--- src/rtl/sccb_target_if.sv ---
// SCCB target bus bundle: pad-level SIOC/SIOD plus the
// register-bank side (write strobe, pointer, read data).
interface sccb_target_if;
  logic       sioc;
  logic       siod_in;
  logic       siod_oe;
  logic       busy;
  logic       wr_en;
  logic [7:0] wr_addr;
  logic [7:0] wr_data;
  logic [7:0] rd_addr;
  logic [7:0] rd_data;

  modport slave (
    input  sioc, siod_in, rd_data,
    output siod_oe, busy, wr_en, wr_addr, wr_data, rd_addr
  );

  modport master (
    output sioc, siod_in, rd_data,
    input  siod_oe, busy, wr_en, wr_addr, wr_data, rd_addr
  );
endinterface

--- src/rtl/sccb_target.sv ---
// Oversampled SCCB target: decodes ID/SUB/DATA writes into a
// register-write strobe and serves reads from a pointer.
module sccb_target #(
  parameter logic [7:0] SID = 8'h42
) (
  input logic        clk,
  input logic        rst,
  sccb_target_if.slave bus
);

  typedef enum logic [3:0] {
    IDLE, ID, ID_ACK, SUB, SUB_ACK,
    WDATA, WDATA_ACK, RDATA, RDATA_NA, IGNORE
  } state_t;

  state_t     state_q, state_d;
  logic [3:0] cnt_q, cnt_d;
  logic [6:0] sh_q, sh_d;
  logic [6:0] tx_q, tx_d;
  logic       rmode_q, rmode_d;
  logic       oe_q, oe_d;
  logic       busy_q, busy_d;
  logic       wr_en_q, wr_en_d;
  logic [7:0] wr_addr_q, wr_addr_d;
  logic [7:0] wr_data_q, wr_data_d;
  logic [7:0] ptr_q, ptr_d;

  logic c_s1, c_s2, c_q;
  logic d_s1, d_s2, d_q;

  // Idle bus level is high, so sync stages reset high
  always_ff @(posedge clk) begin
    if (rst) begin
      c_s1 <= 1'b1; c_s2 <= 1'b1; c_q <= 1'b1;
      d_s1 <= 1'b1; d_s2 <= 1'b1; d_q <= 1'b1;
    end else begin
      c_s1 <= bus.sioc;    c_s2 <= c_s1; c_q <= c_s2;
      d_s1 <= bus.siod_in; d_s2 <= d_s1; d_q <= d_s2;
    end
  end

  logic rise, fall, start, stop;
  logic [7:0] byte_in;

  assign rise    = c_s2 & ~c_q;
  assign fall    = ~c_s2 & c_q;
  assign start   = c_q & d_q & ~d_s2;
  assign stop    = c_q & ~d_q & d_s2;
  assign byte_in = {sh_q, d_s2};

  always_ff @(posedge clk) begin
    if (rst) begin
      state_q   <= IDLE;
      cnt_q     <= '0;
      sh_q      <= '0;
      tx_q      <= '0;
      rmode_q   <= 1'b0;
      oe_q      <= 1'b0;
      busy_q    <= 1'b0;
      wr_en_q   <= 1'b0;
      wr_addr_q <= '0;
      wr_data_q <= '0;
      ptr_q     <= '0;
    end else begin
      state_q   <= state_d;
      cnt_q     <= cnt_d;
      sh_q      <= sh_d;
      tx_q      <= tx_d;
      rmode_q   <= rmode_d;
      oe_q      <= oe_d;
      busy_q    <= busy_d;
      wr_en_q   <= wr_en_d;
      wr_addr_q <= wr_addr_d;
      wr_data_q <= wr_data_d;
      ptr_q     <= ptr_d;
    end
  end

  always_comb begin
    state_d   = state_q;
    cnt_d     = cnt_q;
    sh_d      = sh_q;
    tx_d      = tx_q;
    rmode_d   = rmode_q;
    oe_d      = oe_q;
    busy_d    = busy_q;
    wr_en_d   = 1'b0;
    wr_addr_d = wr_addr_q;
    wr_data_d = wr_data_q;
    ptr_d     = ptr_q;
    if (start) begin
      state_d = ID;
      cnt_d   = '0;
      oe_d    = 1'b0;
      busy_d  = 1'b1;
    end else if (stop) begin
      state_d = IDLE;
      cnt_d   = '0;
      oe_d    = 1'b0;
      busy_d  = 1'b0;
    end else begin
      unique case (state_q)
        ID, SUB, WDATA: begin
          if (rise) begin
            sh_d  = byte_in[6:0];
            cnt_d = cnt_q + 4'd1;
            if (cnt_q == 4'd7) begin
              cnt_d = 4'd8;
              unique case (state_q)
                ID: begin
                  if (byte_in == SID) begin
                    rmode_d = 1'b0;
                    state_d = ID_ACK;
                  end else if (byte_in == (SID | 8'h01)) begin
                    rmode_d = 1'b1;
                    state_d = ID_ACK;
                  end else begin
                    state_d = IGNORE;
                  end
                end
                SUB: begin
                  ptr_d   = byte_in;
                  state_d = SUB_ACK;
                end
                default: begin
                  wr_en_d   = 1'b1;
                  wr_addr_d = ptr_q;
                  wr_data_d = byte_in;
                  ptr_d     = ptr_q + 8'd1;
                  state_d   = WDATA_ACK;
                end
              endcase
            end
          end
        end
        // cnt 8: ack slot not yet opened; cnt 0: ack bit sampled
        ID_ACK, SUB_ACK, WDATA_ACK: begin
          if (rise) begin
            cnt_d = '0;
          end else if (fall) begin
            if (cnt_q == 4'd8) begin
              oe_d = 1'b1;
            end else if (state_q == ID_ACK && rmode_q) begin
              tx_d    = bus.rd_data[6:0];
              oe_d    = ~bus.rd_data[7];
              state_d = RDATA;
            end else begin
              oe_d    = 1'b0;
              state_d = (state_q == ID_ACK) ? SUB : WDATA;
            end
          end
        end
        RDATA: begin
          if (rise) begin
            cnt_d = cnt_q + 4'd1;
          end else if (fall) begin
            if (cnt_q == 4'd8) begin
              oe_d    = 1'b0;
              state_d = RDATA_NA;
            end else begin
              oe_d = ~tx_q[6];
              tx_d = {tx_q[5:0], 1'b0};
            end
          end
        end
        RDATA_NA: begin
          if (rise) begin
            if (d_s2) begin
              state_d = IGNORE;
            end else begin
              cnt_d = '0;
              ptr_d = ptr_q + 8'd1;
            end
          end else if (fall && cnt_q == 4'd0) begin
            tx_d    = bus.rd_data[6:0];
            oe_d    = ~bus.rd_data[7];
            state_d = RDATA;
          end
        end
        IDLE, IGNORE: begin
          state_d = state_q;
        end
        default: begin
          state_d = IDLE;
        end
      endcase
    end
  end

  assign bus.siod_oe = oe_q;
  assign bus.busy    = busy_q;
  assign bus.wr_en   = wr_en_q;
  assign bus.wr_addr = wr_addr_q;
  assign bus.wr_data = wr_data_q;
  assign bus.rd_addr = ptr_q;

endmodule

--- src/flat_wrapper.sv ---
// flat-port wrapper written by rule: the top's interface ports become plain ports
module sccb_target_flat 
#(
  parameter logic [7:0] SID = 8'h42
)
  (clk, rst, bus_sioc, bus_siod_in, bus_rd_data, bus_siod_oe, bus_busy, bus_wr_en, bus_wr_addr, bus_wr_data, bus_rd_addr);
  sccb_target_if bus_i ();
  input logic clk;
  input logic rst;
  input wire logic [$bits(bus_i.sioc)-1:0] bus_sioc;
  input wire logic [$bits(bus_i.siod_in)-1:0] bus_siod_in;
  input wire logic [$bits(bus_i.rd_data)-1:0] bus_rd_data;
  output wire logic [$bits(bus_i.siod_oe)-1:0] bus_siod_oe;
  output wire logic [$bits(bus_i.busy)-1:0] bus_busy;
  output wire logic [$bits(bus_i.wr_en)-1:0] bus_wr_en;
  output wire logic [$bits(bus_i.wr_addr)-1:0] bus_wr_addr;
  output wire logic [$bits(bus_i.wr_data)-1:0] bus_wr_data;
  output wire logic [$bits(bus_i.rd_addr)-1:0] bus_rd_addr;
  assign bus_i.sioc = bus_sioc;
  assign bus_i.siod_in = bus_siod_in;
  assign bus_i.rd_data = bus_rd_data;
  assign bus_siod_oe = bus_i.siod_oe;
  assign bus_busy = bus_i.busy;
  assign bus_wr_en = bus_i.wr_en;
  assign bus_wr_addr = bus_i.wr_addr;
  assign bus_wr_data = bus_i.wr_data;
  assign bus_rd_addr = bus_i.rd_addr;
  sccb_target #(.SID(SID)) u_core (.clk(clk), .rst(rst), .bus(bus_i));
endmodule
--- config.mk ---
export PLATFORM = sky130hd
export DESIGN_NAME = sccb_target_flat
export DESIGN_NICKNAME = d
export VERILOG_FILES = /design/src/rtl/sccb_target_if.sv /design/src/rtl/sccb_target.sv /design/src/flat_wrapper.sv
export SDC_FILE = /design/constraint.sdc
export NUM_CORES = 1
export LEC_CHECK = 0
export CAP_MARGIN = 20
export CORE_ASPECT_RATIO = 0.75
export CORE_UTILIZATION = 35
export CTS_CLUSTER_SIZE = 40
export DETAILED_ROUTE_END_ITERATION = 10
export HOLD_SLACK_MARGIN = 0.12
export REMOVE_ABC_BUFFERS = 1
export SYNTH_ARGS = -nofsm -noshare
export SYNTH_HDL_FRONTEND = slang
export SYNTH_SLANG_ARGS = --single-unit
--- constraint.sdc ---
create_clock -name clk -period 3.99 [get_ports clk]
set_clock_uncertainty 0.05 [all_clocks]
set_input_delay 0.9975 -clock clk [delete_from_list [all_inputs] [get_ports clk]]
set_output_delay 0.9975 -clock clk [all_outputs]
set_load 0.03 [all_outputs]
Word-level counts from Yosys, hierarchy flattened
Cells that the tools add are included.
{"block": "op_classes", "add_sub_neg": 2, "n_eq_ne": 43, "n_mux": 57, "bitwise": 19, "reduce_logical": 24}
{"op": "4-bit two-way mux", "n": 20}
{"op": "7-bit two-way mux", "n": 9}
{"op": "8-bit two-way mux", "n": 4}
{"op": "8-bit case mux with 2 select lines", "n": 2}
{"op": "11-bit AND reduction", "n": 2}
{"op": "7-bit case mux with 3 select lines", "n": 1}
{"op": "4-bit by 3-bit equality test with 1-bit output (second input constant)", "n": 5}
{"op": "2-bit by 1-bit inequality test with 1-bit output (second input constant)", "n": 10}
{"op": "4-bit by 1-bit inequality test with 1-bit output (second input constant)", "n": 5}
{"op": "4-bit case mux with 5 select lines", "n": 1}
{"op": "8-bit by 7-bit equality test with 1-bit output (second input constant)", "n": 2}
{"op": "1-bit two-way mux", "n": 16}
{"op": "4-bit case mux with 4 select lines", "n": 1}
{"op": "2-bit inequality test (second input constant)", "n": 7}
{"op": "7-bit AND reduction", "n": 2}
{"op": "1-bit NOT", "n": 13}
{"op": "4-bit equality test (second input constant)", "n": 3}
{"op": "12-bit AND reduction", "n": 1}
{"op": "6-bit AND reduction", "n": 2}
{"op": "3-bit OR reduction", "n": 3}
{"op": "8-bit by 1-bit adder with 8-bit output (second input constant)", "n": 1}
{"op": "4-bit by 2-bit equality test with 1-bit output (second input constant)", "n": 2}
{"op": "4-bit zero test", "n": 2}
{"op": "4-bit inequality test (second input constant)", "n": 2}
{"op": "other kinds (19)", "n": 29}
{"block": "word_totals", "regBits": 56, "input_bits": 12, "output_inout_bits": 27}

Longest topological paths before layout
{"block": "logic_depth", "word_depth": 9, "depth_mapped": 8, "depth_no_buf": 7}

Worst setup path after synthesis
Ideal clock, no wire load.
{"block": "synth_timing", "path_type": "reg2reg", "start": "register u_core.state_q[1]", "end": "register u_core.state_q[0]", "t_arrival_ps": 1730, "path_slack_ps": 2089, "stages_incl_launch_ff": 7, "n_path_buf": 1, "path_cell_list": "dfxtp_1 > buf_6 > or4b_4 > a221oi_2 > a31oi_2 > a21oi_1 > mux2_2"}
{"block": "synth_via", "elab_chain_len": 9}
{"element": "from (decl)", "line": "sccb_target.sv:16", "source": "state_t state_q, state_d;"}
{"element": "from (signal assigned)", "line": "sccb_target.sv:65", "source": "state_q <= state_d;"}
{"element": "4-bit by 2-bit equality test with 1-bit output", "line": "sccb_target.sv:102, sccb_target.sv:143"}
{"element": "1-bit logical AND", "line": "sccb_target.sv:143", "source": "end else if (state_q == ID_ACK && rmode_q) begin"}
{"element": "4-bit two-way mux", "line": "sccb_target.sv:143"}
{"element": "4-bit two-way mux", "line": "sccb_target.sv:141", "source": "if (cnt_q == 4'd8) begin"}
{"element": "4-bit two-way mux", "line": "sccb_target.sv:140", "source": "end else if (fall) begin"}
{"element": "4-bit two-way mux", "line": "sccb_target.sv:138", "source": "if (rise) begin"}
{"element": "4-bit case mux with 5 select lines", "line": "sccb_target.sv:102", "source": "unique case (state_q)"}
{"element": "1-bit two-way mux", "line": "sccb_target.sv:96", "source": "end else if (stop) begin"}
{"element": "1-bit two-way mux", "line": "sccb_target.sv:91", "source": "if (start) begin"}
Parallel ways exist; a longest one is shown, timed or not. The select of a mux whose other input is x is not followed.
A chain may end at the register's enable or synchronous reset.

Final worst setup path
Ends and elaborated chain as after synthesis.

==> flow_metrics.env <==
export IMPL_groute_layer_met3_usage_pct=2.60
export IMPL_run_status="finished, final reports clean"
export IMPL_gr_usage_met2_pct=23.6
export IMPL_final_common_cell="dfxtp_1"
export IMPL_cp_max_fo=20
export IMPL_power_density_nw_per_um2=433
export IMPL_start_kind="register"
export IMPL_avgSynthCellArea_um2=8.75
export IMPL_final_cell_mix="dfxtp_1, nor2_1, clkdlybuf4s50_1, mux2i_1"
export IMPL_multi_input_area_um2=1590
export IMPL_critPathTopFamily="simple AND/OR/NAND/NOR gates"
export IMPL_crit_type="reg -> reg"
export IMPL_port_buffers=38
export IMPL_ioPinCount=39
export IMPL_synthArstFlopShare_pct=0
export IMPL_slew_violations=0
export IMPL_grt_pass1_vias=2176
export IMPL_grt_overflow=0
export IMPL_dpl_instance_area_um2=3270
export IMPL_p_leak_nw=1.19
export IMPL_dieHeight_um=80.2
export IMPL_std_cell_rows=28
export IMPL_final_nets=365
export IMPL_hold_violations=0
export IMPL_grtUsageMet1_pct=24.7
export IMPL_grt_pass1_wl_um=11100
export IMPL_rsz0062_at_grt="false"
export IMPL_worst_slew_pin_slew_ps=1030
export IMPL_via_count=2422
export IMPL_h_tree_depth=2
export IMPL_cts_sinks=56
export IMPL_die_area_um2=8520
export IMPL_setup_ws_ps=970
export IMPL_grt_use_total_pct=16.5
export IMPL_syn_area_um2=2850
export IMPL_dp_cells=448
export IMPL_cts_tree="built"
export IMPL_gp_congestion=0.846
export IMPL_setup_viol=0
export IMPL_detail_route_antenna_nets=0
export IMPL_fin_crit_sh_pct=75.7
export IMPL_clockRootBuffer="clkbuf_8"
export IMPL_cp_data_arrival_time_ps=3180
export IMPL_drt_initial_drc_count=200
export IMPL_area_growth_synth_to_final_pct=19.2
export IMPL_setup_tns_final_ps=0
export IMPL_ys_seq_elements=56
export IMPL_cp_end_kind="register"
export IMPL_antennaDiodeCount=0
export IMPL_antenna_found_initial=0
export IMPL_cts_buffer_depth=2
export IMPL_synth_edff_count=0
export IMPL_postCtsSetupBuffers=0
export IMPL_max_vdd_ir_drop_mv=0.194
export IMPL_dr_pass1_iters=4
export IMPL_clk_pin_slew_worst_paths_ps=100
export IMPL_coreArea_um2=7880
export IMPL_power_total_w=0.00147
export IMPL_required_ps=4150
export IMPL_max_slew_margin_pct=31.0
export IMPL_drive_gt1_share_pct=9.40
export IMPL_initial_utilization_pct=36.2
export IMPL_wire_per_inst_um=14.5
export IMPL_hp_class="reg -> reg"
export IMPL_final_fill_count=784
export IMPL_grt_max_degree=39
export IMPL_ys_flop_type="dfxtp_1"
export IMPL_cpMaxStageDelayCell="dfxtp_1"
export IMPL_cts_hold_buffers=0
export IMPL_dpl_hpwl_um=4580
export IMPL_critical_path_buf_inv_count=0
export IMPL_pre_cts_ws_ps=1050
export IMPL_remaining_drc_errors=0
export IMPL_post_route_cell_area_um2=3400
export IMPL_postSynthCellCount=326
export IMPL_max_clock_freq_mhz=331
export IMPL_clk_latency_ps=310
export IMPL_die_x_um=106
export IMPL_cpPeakStageDelay_ps=820
export IMPL_yosys_cell_types_count=62
export IMPL_grt_busiest_layer="met1"
export IMPL_final_cells=456
export IMPL_seq_area_um2=1120
export IMPL_wirelength_um=6620
export IMPL_drv_cap=0
export IMPL_finalCriticalPeriod_ps=3020
export IMPL_cts_buffers=5
export IMPL_vias_per_cell=5.31
export IMPL_ys_warn_count=0
export IMPL_ctsResizeCount=0
export IMPL_ys_seq_area_share_pct=39.3
export IMPL_crit_chain="nand2_1, or3_1, o221a_2, a21oi_1, mux2_2"
[report_power, final]
part / total, W / internal (W) / switching, W
sequential: 0.000649 / 0.000584 / 0.0000648
clock: 0.000411 / 0.000222 / 0.000189
combinational: 0.000411 / 0.000187 / 0.000224
[worst register-to-register path: stages (launching register included)]
cell and delay [ps]:
dfxtp_1 820, nand2_1 470, or3_1 680, o221a_2 390
a21oi_1 160, mux2_2 340
[final cells by class]
cell class / instances / area share [%]
Multi-Input combinational cell: 240 / 46.6
Sequential cell: 56 / 33.0
Timing Repair Buffer: 40 / 12.0
Tap cell: 105 / 3.87
Clock buffer: 7 / 2.84
Clock inverter: 1 / 0.884
Inverter: 7 / 0.773
[Yosys cell counts, types with 2 or more instances]
| cell type | n | area (um2) |
|---|---|---|
| a211oi_1 | 9 | 67.6 |
| a21boi_0 | 3 | 22.5 |
| a21o_1 | 2 | 15.0 |
| a21oi_1 | 20 | 100 |
| a22o_1 | 4 | 35.0 |
| a22oi_1 | 7 | 52.6 |
| a311oi_1 | 3 | 26.3 |
| a31oi_1 | 8 | 50.1 |
| and2_1 | 2 | 12.5 |
| and3_1 | 3 | 18.8 |
| and3b_1 | 3 | 26.3 |
| buf_2 | 7 | 35.0 |
| buf_6 | 3 | 33.8 |
| clkbuf_1 | 11 | 41.3 |
| dfxtp_1 | 56 | 1120 |
| ha_1 | 3 | 37.5 |
| inv_1 | 6 | 22.5 |
| mux2i_1 | 26 | 260 |
| nand2_1 | 20 | 75.1 |
| nand2b_1 | 4 | 25.0 |
| nand3_1 | 10 | 50.1 |
| nand3b_1 | 2 | 15.0 |
| nor2_1 | 43 | 161 |
| nor2b_1 | 2 | 12.5 |
| nor3_1 | 5 | 25.0 |
| nor3b_1 | 3 | 22.5 |
| o21a_1 | 2 | 15.0 |
| o21ai_0 | 14 | 70.1 |
| o21bai_1 | 3 | 22.5 |
| o31ai_1 | 2 | 15.0 |
| or2_2 | 8 | 50.1 |
| xor2_1 | 2 | 17.5 |
[routing by layer]
metal | vias up | routed length, um
met5 | - | 0
met4 | 0 | 41
li1 | 1225 | -
met3 | 2 | 251
met2 | 63 | 2650
met1 | 1132 | 3680
[metrics by stage]
step	utilization [%]	hold WS, ps
2_1_floorplan	-	339
3_3_place_gp	41.5	343
3_5_place_dp	41.5	345
4_1_cts	43.1	367
5_1_grt	43.1	393
6_report	43.1	365
[kinds of logic after synthesis]
kind of cell | share of synthesized area, %
AO/OA/AOI/OAI | 21.5
XOR/XNOR | 0.922
adder cells (fa/ha/maj) | 1.32
buffers and inverters | 5.09
flip-flops | 39.3
multiplexers | 9.52
AND/OR/NAND/NOR | 22.4
[final timing paths]
kind	start	to	slack (ps)	cells after the start
worst min-delay path	u_core.d_s1$_SDFF_PP1_	u_core.d_s2$_SDFF_PP1_	370	1
worst min register to register	u_core.d_s1$_SDFF_PP1_	u_core.d_s2$_SDFF_PP1_	370	1
worst max-delay path	u_core.state_q[1]$_SDFFE_PP0P_	u_core.state_q[0]$_SDFFE_PP0P_	970	5
worst max register to register	u_core.state_q[1]$_SDFFE_PP0P_	u_core.state_q[0]$_SDFFE_PP0P_	970	5
[registers in the layout (all words and copies together) (netlist names), 4 cells and up]
| signal | cells |
|---|---|
| u_core.cnt_q | 4 |
| u_core.tx_q | 7 |
| u_core.bus.wr_addr | 8 |
| u_core.bus.wr_data | 8 |
| u_core.bus.rd_addr | 8 |
| u_core.sh_q | 7 |
| u_core.state_q | 4 |
Note: power is estimated with default switching activity, not from simulation.
